File: config.mk
export PLATFORM = sky130hd
export DESIGN_NAME = protocol_rsp_fsm
export DESIGN_NICKNAME = d
export VERILOG_FILES = /design/src/rtl/protocol_pkg.sv /design/src/rtl/protocol_rsp_fsm.sv
export SDC_FILE = /design/constraint.sdc
export NUM_CORES = 1
export LEC_CHECK = 0
export CORE_ASPECT_RATIO = 1.4
export CORE_UTILIZATION = 38
export DETAILED_ROUTE_END_ITERATION = 12
export PLACE_DENSITY = 0.61
export SYNTH_ARGS = -nofsm -noshare
export SYNTH_HDL_FRONTEND = slang
export SYNTH_SLANG_ARGS = --single-unit
export TNS_END_PERCENT = 100
File: constraint.sdc
create_clock -name clk -period 2.3 [get_ports clk]
set_clock_uncertainty 0.2 [all_clocks]
set_input_delay 0.23 -clock clk [delete_from_list [all_inputs] [get_ports clk]]
set_output_delay 0.23 -clock clk [all_outputs]
set_load 0.02 [all_outputs]
File: src/rtl/protocol_pkg.sv
// Shared definitions for both ends of the single-wire protocol: responder
// state encoding and the line levels that both sides agree on.
package protocol_pkg;

  typedef enum logic [2:0] {
    IDLE,
    DATA,
    PARITY,
    STOP,
    ERR
  } rsp_state_t;

  localparam logic LINE_IDLE = 1'b0;
  localparam logic START_BIT = 1'b1;
  localparam logic STOP_BIT  = 1'b0;

endpackage

File: src/rtl/protocol_rsp_fsm.sv
// Responder for the single-wire protocol: detects a start bit, shifts in
// DATA_W bits LSB first, checks even parity and the stop bit, then either
// presents the word with a valid/ack pulse or pulses err and resynchronises.
module protocol_rsp_fsm
  import protocol_pkg::*;
#(
  parameter int DATA_W = 8
) (
  input  logic              clk,
  input  logic              rstn,
  input  logic              in,
  output logic [DATA_W-1:0] data,
  output logic              data_valid,
  output logic              ack,
  output logic              err,
  output logic              busy
);

  localparam int CW = (DATA_W > 2) ? $clog2(DATA_W) : 1;
  localparam logic [CW-1:0] CNT_LAST = CW'(DATA_W - 1);

  rsp_state_t        state, state_d;
  logic [CW-1:0]     cnt, cnt_d;
  logic [DATA_W-1:0] shreg, shreg_d;
  logic              par, par_d;       // running XOR of data bits
  logic              par_ok, par_ok_d; // result of the parity check
  logic [DATA_W-1:0] data_d;
  logic              valid_d, ack_d, err_d, busy_d;

  // Next-state, datapath and registered-output values for the coming edge.
  always_comb begin
    // NOTE: every signal gets a default first so no path leaves one
    // unassigned, which would infer a latch.
    state_d  = state;
    cnt_d    = cnt;
    shreg_d  = shreg;
    par_d    = par;
    par_ok_d = par_ok;
    data_d   = data;
    valid_d  = 1'b0;
    ack_d    = 1'b0;
    err_d    = 1'b0;

    unique case (state)
      IDLE: begin
        if (in == START_BIT) begin
          state_d = DATA;
          cnt_d   = '0;
          par_d   = 1'b0;
        end
      end
      DATA: begin
        shreg_d[cnt] = in;
        par_d        = par ^ in;
        // The counter parks at the last index rather than wrapping.
        if (cnt == CNT_LAST) state_d = PARITY;
        else                 cnt_d   = cnt + CW'(1);
      end
      PARITY: begin
        par_ok_d = ~(par ^ in);
        state_d  = STOP;
      end
      STOP: begin
        if (in == STOP_BIT) begin
          state_d = IDLE;
          if (par_ok) begin
            data_d  = shreg;
            valid_d = 1'b1;
            ack_d   = 1'b1;
          end else begin
            err_d = 1'b1;
          end
        end else begin
          // Framing error: the line is still high, so it cannot be trusted
          // as a start bit until it has returned low.
          err_d   = 1'b1;
          state_d = ERR;
        end
      end
      ERR: begin
        if (in == LINE_IDLE) state_d = IDLE;
      end
      default: state_d = IDLE;
    endcase

    busy_d = (state_d != IDLE);
  end

  // State, datapath and output registers; reset clears everything at once.
  always_ff @(posedge clk or negedge rstn) begin
    if (!rstn) begin
      state      <= IDLE;
      cnt        <= '0;
      shreg      <= '0;
      par        <= 1'b0;
      par_ok     <= 1'b0;
      data       <= '0;
      data_valid <= 1'b0;
      ack        <= 1'b0;
      err        <= 1'b0;
      busy       <= 1'b0;
    end else begin
      // NOTE: non-blocking assignments so every register samples the
      // pre-edge values, independent of statement order.
      state      <= state_d;
      cnt        <= cnt_d;
      shreg      <= shreg_d;
      par        <= par_d;
      par_ok     <= par_ok_d;
      data       <= data_d;
      data_valid <= valid_d;
      ack        <= ack_d;
      err        <= err_d;
      busy       <= busy_d;
    end
  end

endmodule
* Word level (Yosys, flattened, before mapping)
Cells that the tools add are included. W data, S select, Z words.
Operators by class: $add $sub $neg 1, order comparisons 2, eq/ne operators 7, muxes and demuxes 19, bitwise gates (word level) 3, reductions and logical operators 7
Operators by type and width (number):
- $mux W3 | 6
- $pmux W3 S5 | 1
- $bwmux W8 | 1
- $mux W1 | 8
- $eq A3 B2 Y1 const B | 2
- $eq A3 B3 Y1 const B | 2
- $pmux W3 S2 | 1
- $reduce_and A3 Y1 | 2
- $lt A3 B4 Y1 const B | 1
- $ne A2 B2 Y1 const B | 2
- $add A3 B1 Y3 const B | 1
- $demux W1 S3 | 1
- $eq A3 B1 Y1 const B | 1
- $ge A3 B1 Y1 const B | 1
- $logic_not A3 Y1 | 1
- $reduce_bool A3 Y1 | 1
- $not A1 Y1 | 2
- $pmux W1 S2 | 1
- $reduce_and A2 Y1 | 1
- $reduce_bool A2 Y1 | 1
- $logic_and A1 B1 Y1 | 1
- $xor A1 B1 Y1 | 1
Word-level totals: flip-flop bits (word level) 27, input port bits 3, output and inout port bits 12, word-level logic and storage cells 48

* Longest topological paths before layout
depth in word-level cells 5, mapped depth 5, depth with buffers taken out 5

* Worst setup path after synthesis
No wires, ideal clock.
path type register to register, start point reg cnt[0], end point reg cnt[0], library setup time 66 ps, arrival 1439 ps, required time 2034 ps, path slack 595 ps, stages on the path, launching flop included 5, buffers on the path 0, clock period less this slack 1705 ps, cell sequence dfrtp_1 ha_1 ha_1 nor4b_1 mux2_2
Between the ends: word-level cells in the longest chain between the ends 3, elaborated cells on any way between the ends 6, classes of those cells 1 x add/sub; 2 x eq/ne; 2 x mux; 1 x reduce/logical
RTL lines:
- from (decl) | line protocol_rsp_fsm.sv:23 | logic [CW-1:0] cnt, cnt_d;
- from (signal assigned) | line protocol_rsp_fsm.sv:106 | cnt <= cnt_d;
- $add A3 B1 Y3 or $eq A3 B3 Y1 (tied branches) | line protocol_rsp_fsm.sv:57, protocol_rsp_fsm.sv:56
- $mux W3 or $ne A2 B2 Y1 (tied branches)
- $pmux W3 S2 or $reduce_and A3 Y1 (tied branches)
Several ways; a longest one is shown, not always the timed one. The select of a mux whose other input is x is not followed. A chain may end at the register's enable or synchronous reset.

* Final worst setup path
start point reg state[1], end point reg data[7]
Between the ends: word-level cells in the longest chain between the ends 2
RTL lines:
- from (decl) | line protocol_rsp_fsm.sv:22 | rsp_state_t state, state_d;
- from (signal assigned) | line protocol_rsp_fsm.sv:105 | state <= state_d;
- $eq A3 B2 Y1 | line protocol_rsp_fsm.sv:44 | unique case (state)
- $reduce_and A3 Y1 (no line)
- to (signal assigned) | line protocol_rsp_fsm.sv:110 | data <= data_d;
- to (decl) | line protocol_rsp_fsm.sv:12 | output logic [DATA_W-1:0] data,
Every way passes these cells.

==> reports/metrics.yaml <==
area_growth_pct: 19.3
drtPass1Iterations: 3
synthSimpleGateAreaFrac: 0.141
synth_top_family_by_area: "multiplexers"
ir_worst_vdd_uv: 626
cp-start-kind: "register"
num_antenna_cells: 0
rsz0062_at_grt: "no"
leakagePower_uw: 0.000604
rr_worst_depth: 4
instances_no_fill: 146
synthXorXnorAreaFrac: 0.00738
ctsRootBufferMaster: "clkbuf_8"
vias_per_cell: 5.12
seqPwrFrac: 0.449
die-width_um: 49.2
crit_slowest_cell: "dfrtp_1"
die-area_mm2: 0.00336
nets: 115
start_util: 0.409
overflow: 0
cts_tree: "done"
dp.cells: 142
drv_slew: 0
final.setup.tns_ns: 0
fin_util: 0.487
grt_pass1_vias: 710
yosys.area_share.adder: 0.0211
antenna_found_initial: 0
drcViolationCount: 0
die_y_um: 68.1
drt-total-wl_um: 1920
port_buffers: 14
drive_gt1_frac: 0.248
core_area_mm2: 0.00291
synth-compound-area-share: 0.0664
place.gp.congestion: 0.710
cts-resized-gates: 0
intPower_uw: 1220
sw_frac_of_total: 0.337
period_share: 0.811
worst_pin_slew_ns: 0.470
critPathMaxStageDelay_ns: 0.58
grt_pass1_wl_um: 3210
dpl.hpwl_um: 1330
pwr_density_cell_mw_per_mm2: 1300
vias: 747
setup_viol: 0
drt_iter0_drc: 6
ys_seq_area_frac: 0.569
final.fill_count: 266
rows: 23
min_period_ns: 1.87
clk_latency_ns: 0.28
synth_mux_area_frac: 0.161
outcome: "finished, final reports clean"
cts.sinks: 27
power_switching_uw: 621
grt_max_degree: 28
netlist_instances: 93
finalHoldViolations: 0
hold_class: "in -> async"
cts.clk_slew.worst_paths_ns: 0.10
power_uw: 1840
drv_cap: 0
cp-end-kind: "register"
power.share.combinational: 0.401
synth.distinct_cells: 26
num_io_pins: 15
crit_chain: "nand3b_1 > nor3b_1 > buf_4 > mux2_2"
track_usage: 0.132
ys_ff_latch: 27
cts_buffers: 3
cts_setup_buffers: 0
htreeDepth: 1
worstPathRequired_ns: 2.26
p_clk_frac: 0.149
wl_per_cell_um: 13.2
syn-cell-area_mm2: 0.00119
hold_buffers: 0
relSlewSlack: 0.683
worstPathMaxFanout: 12
syn_area_per_cell_um2: 12.8
crit_arrival_ns: 1.83
syn_nets: 98
antenna_left: 0
fmax_ghz: 0.536
critPathKind: "reg -> reg"
ys_warn_count: 0
clockBufferDepth: 2
metrics by stage:
step           instance area, um^2  hold slack (ns)  setup slack [ns]
6_report                      1420            0.124             0.435
3_3_place_gp                  1370            0.277             0.480
3_5_place_dp                  1370            0.290             0.429
5_1_grt                       1420            0.168             0.277
2_1_floorplan                 1190           -0.266             0.595
4_1_cts                       1420            0.134             0.423
worst max-delay path, delay by kind of cell, from the launching register on:
family	cells	cell delay [ns]
simple gates	2	0.42
mux	1	0.34
buf+inv	1	0.21
flops	1	0.58
power groups by stage:
| stage | registers [uW] | logic (uW) | clock network [uW] |
|---|---|---|---|
| final | 827 | 739 | 275 |
| after CTS | 830 | 752 | 289 |
| after detailed placement | 841 | 749 | 0 |
| after global placement | 826 | 737 | 0 |
| after global routing | 853 | 815 | 306 |
| after floorplan | 874 | 466 | 0 |
Yosys cell counts:
cell | n | area (um^2)
nor4b_1 | 1 | 8.76
nand2_1 | 9 | 33.8
o31ai_1 | 3 | 22.5
nor2_1 | 4 | 15.0
dfrtp_1 | 27 | 676
ha_1 | 2 | 25.0
inv_1 | 1 | 3.75
a31oi_1 | 1 | 6.26
nor4b_4 | 1 | 23.8
nand2b_1 | 1 | 6.26
and4bb_2 | 1 | 12.5
nor3b_1 | 1 | 7.51
a21oi_1 | 3 | 15.0
nor2b_1 | 3 | 18.8
clkbuf_1 | 1 | 3.75
mux2_2 | 17 | 191
o21ai_0 | 2 | 10.0
a22o_1 | 2 | 17.5
o211ai_1 | 1 | 7.51
xor2_1 | 1 | 8.76
buf_2 | 2 | 10.0
nand3_1 | 2 | 10.0
or2b_1 | 1 | 7.51
buf_4 | 3 | 22.5
nand3b_1 | 2 | 15.0
nand4b_1 | 1 | 8.76
cell usage in the layout (no fill, tap or decap), types with 2 or more instances in the layout:
cell type	n
a21oi_1	3
a22o_1	2
buf_4	4
clkbuf_8	3
clkdlybuf4s50_1	14
dfrtp_1	27
ha_1	2
mux2_2	17
nand2_1	9
nand3_1	2
nand3b_1	2
nor2_1	4
nor2b_1	3
o21ai_0	2
o31ai_1	3
final cells by class:
class / instances / area [um^2] / share of cell area
sequential: 27 / 676 / 0.477
multi-input combinational: 59 / 472 / 0.333
timing repair buffer: 18 / 170 / 0.120
tap: 37 / 46.3 / 0.0327
clock buffer: 3 / 41.3 / 0.0292
clock inverter: 1 / 7.51 / 0.00530
inverter: 1 / 3.75 / 0.00265
metal layers:
layer | vias up | GRT usage | part of all wire
li1 | 359 | - | -
met1 | 369 | 0.157 | 0.44
met2 | 14 | 0.214 | 0.51
met3 | 5 | 0.0222 | 0.029
met4 | 0 | 0.0993 | 0.028
met5 | - | 0 | 0
state kept, by name, indices dropped and copies added (netlist names):
register / cells
par: 1
busy: 1
ack: 1
cnt: 3
data: 8
err: 1
shreg: 8
state: 3
par_ok: 1
logic make-up after synthesis:
| group | count (synthesis) |
|---|---|
| AO/OA/AOI/OAI | 12 |
| XOR/XNOR | 1 |
| adder cells (fa/ha/maj) | 2 |
| buffers and inverters | 7 |
| flip-flops | 27 |
| multiplexers | 17 |
| AND/OR/NAND/NOR | 27 |
path summary, 6_finish.rpt:
| kind | slack (ns) | endpoint | from |
|---|---|---|---|
| worst max-delay path | 0.43 | data[7] | state[1] |
| worst min-delay path | 0.12 | err | rstn |
| worst max register to register | 0.43 | data[7] | state[1] |
| worst min register to register | 0.29 | err | par_ok |
| max in group asynchronous | 1.52 | cnt[2] | rstn |
| min in group clk | 0.29 | err | par_ok |
(Power assumes the default switching activity.)
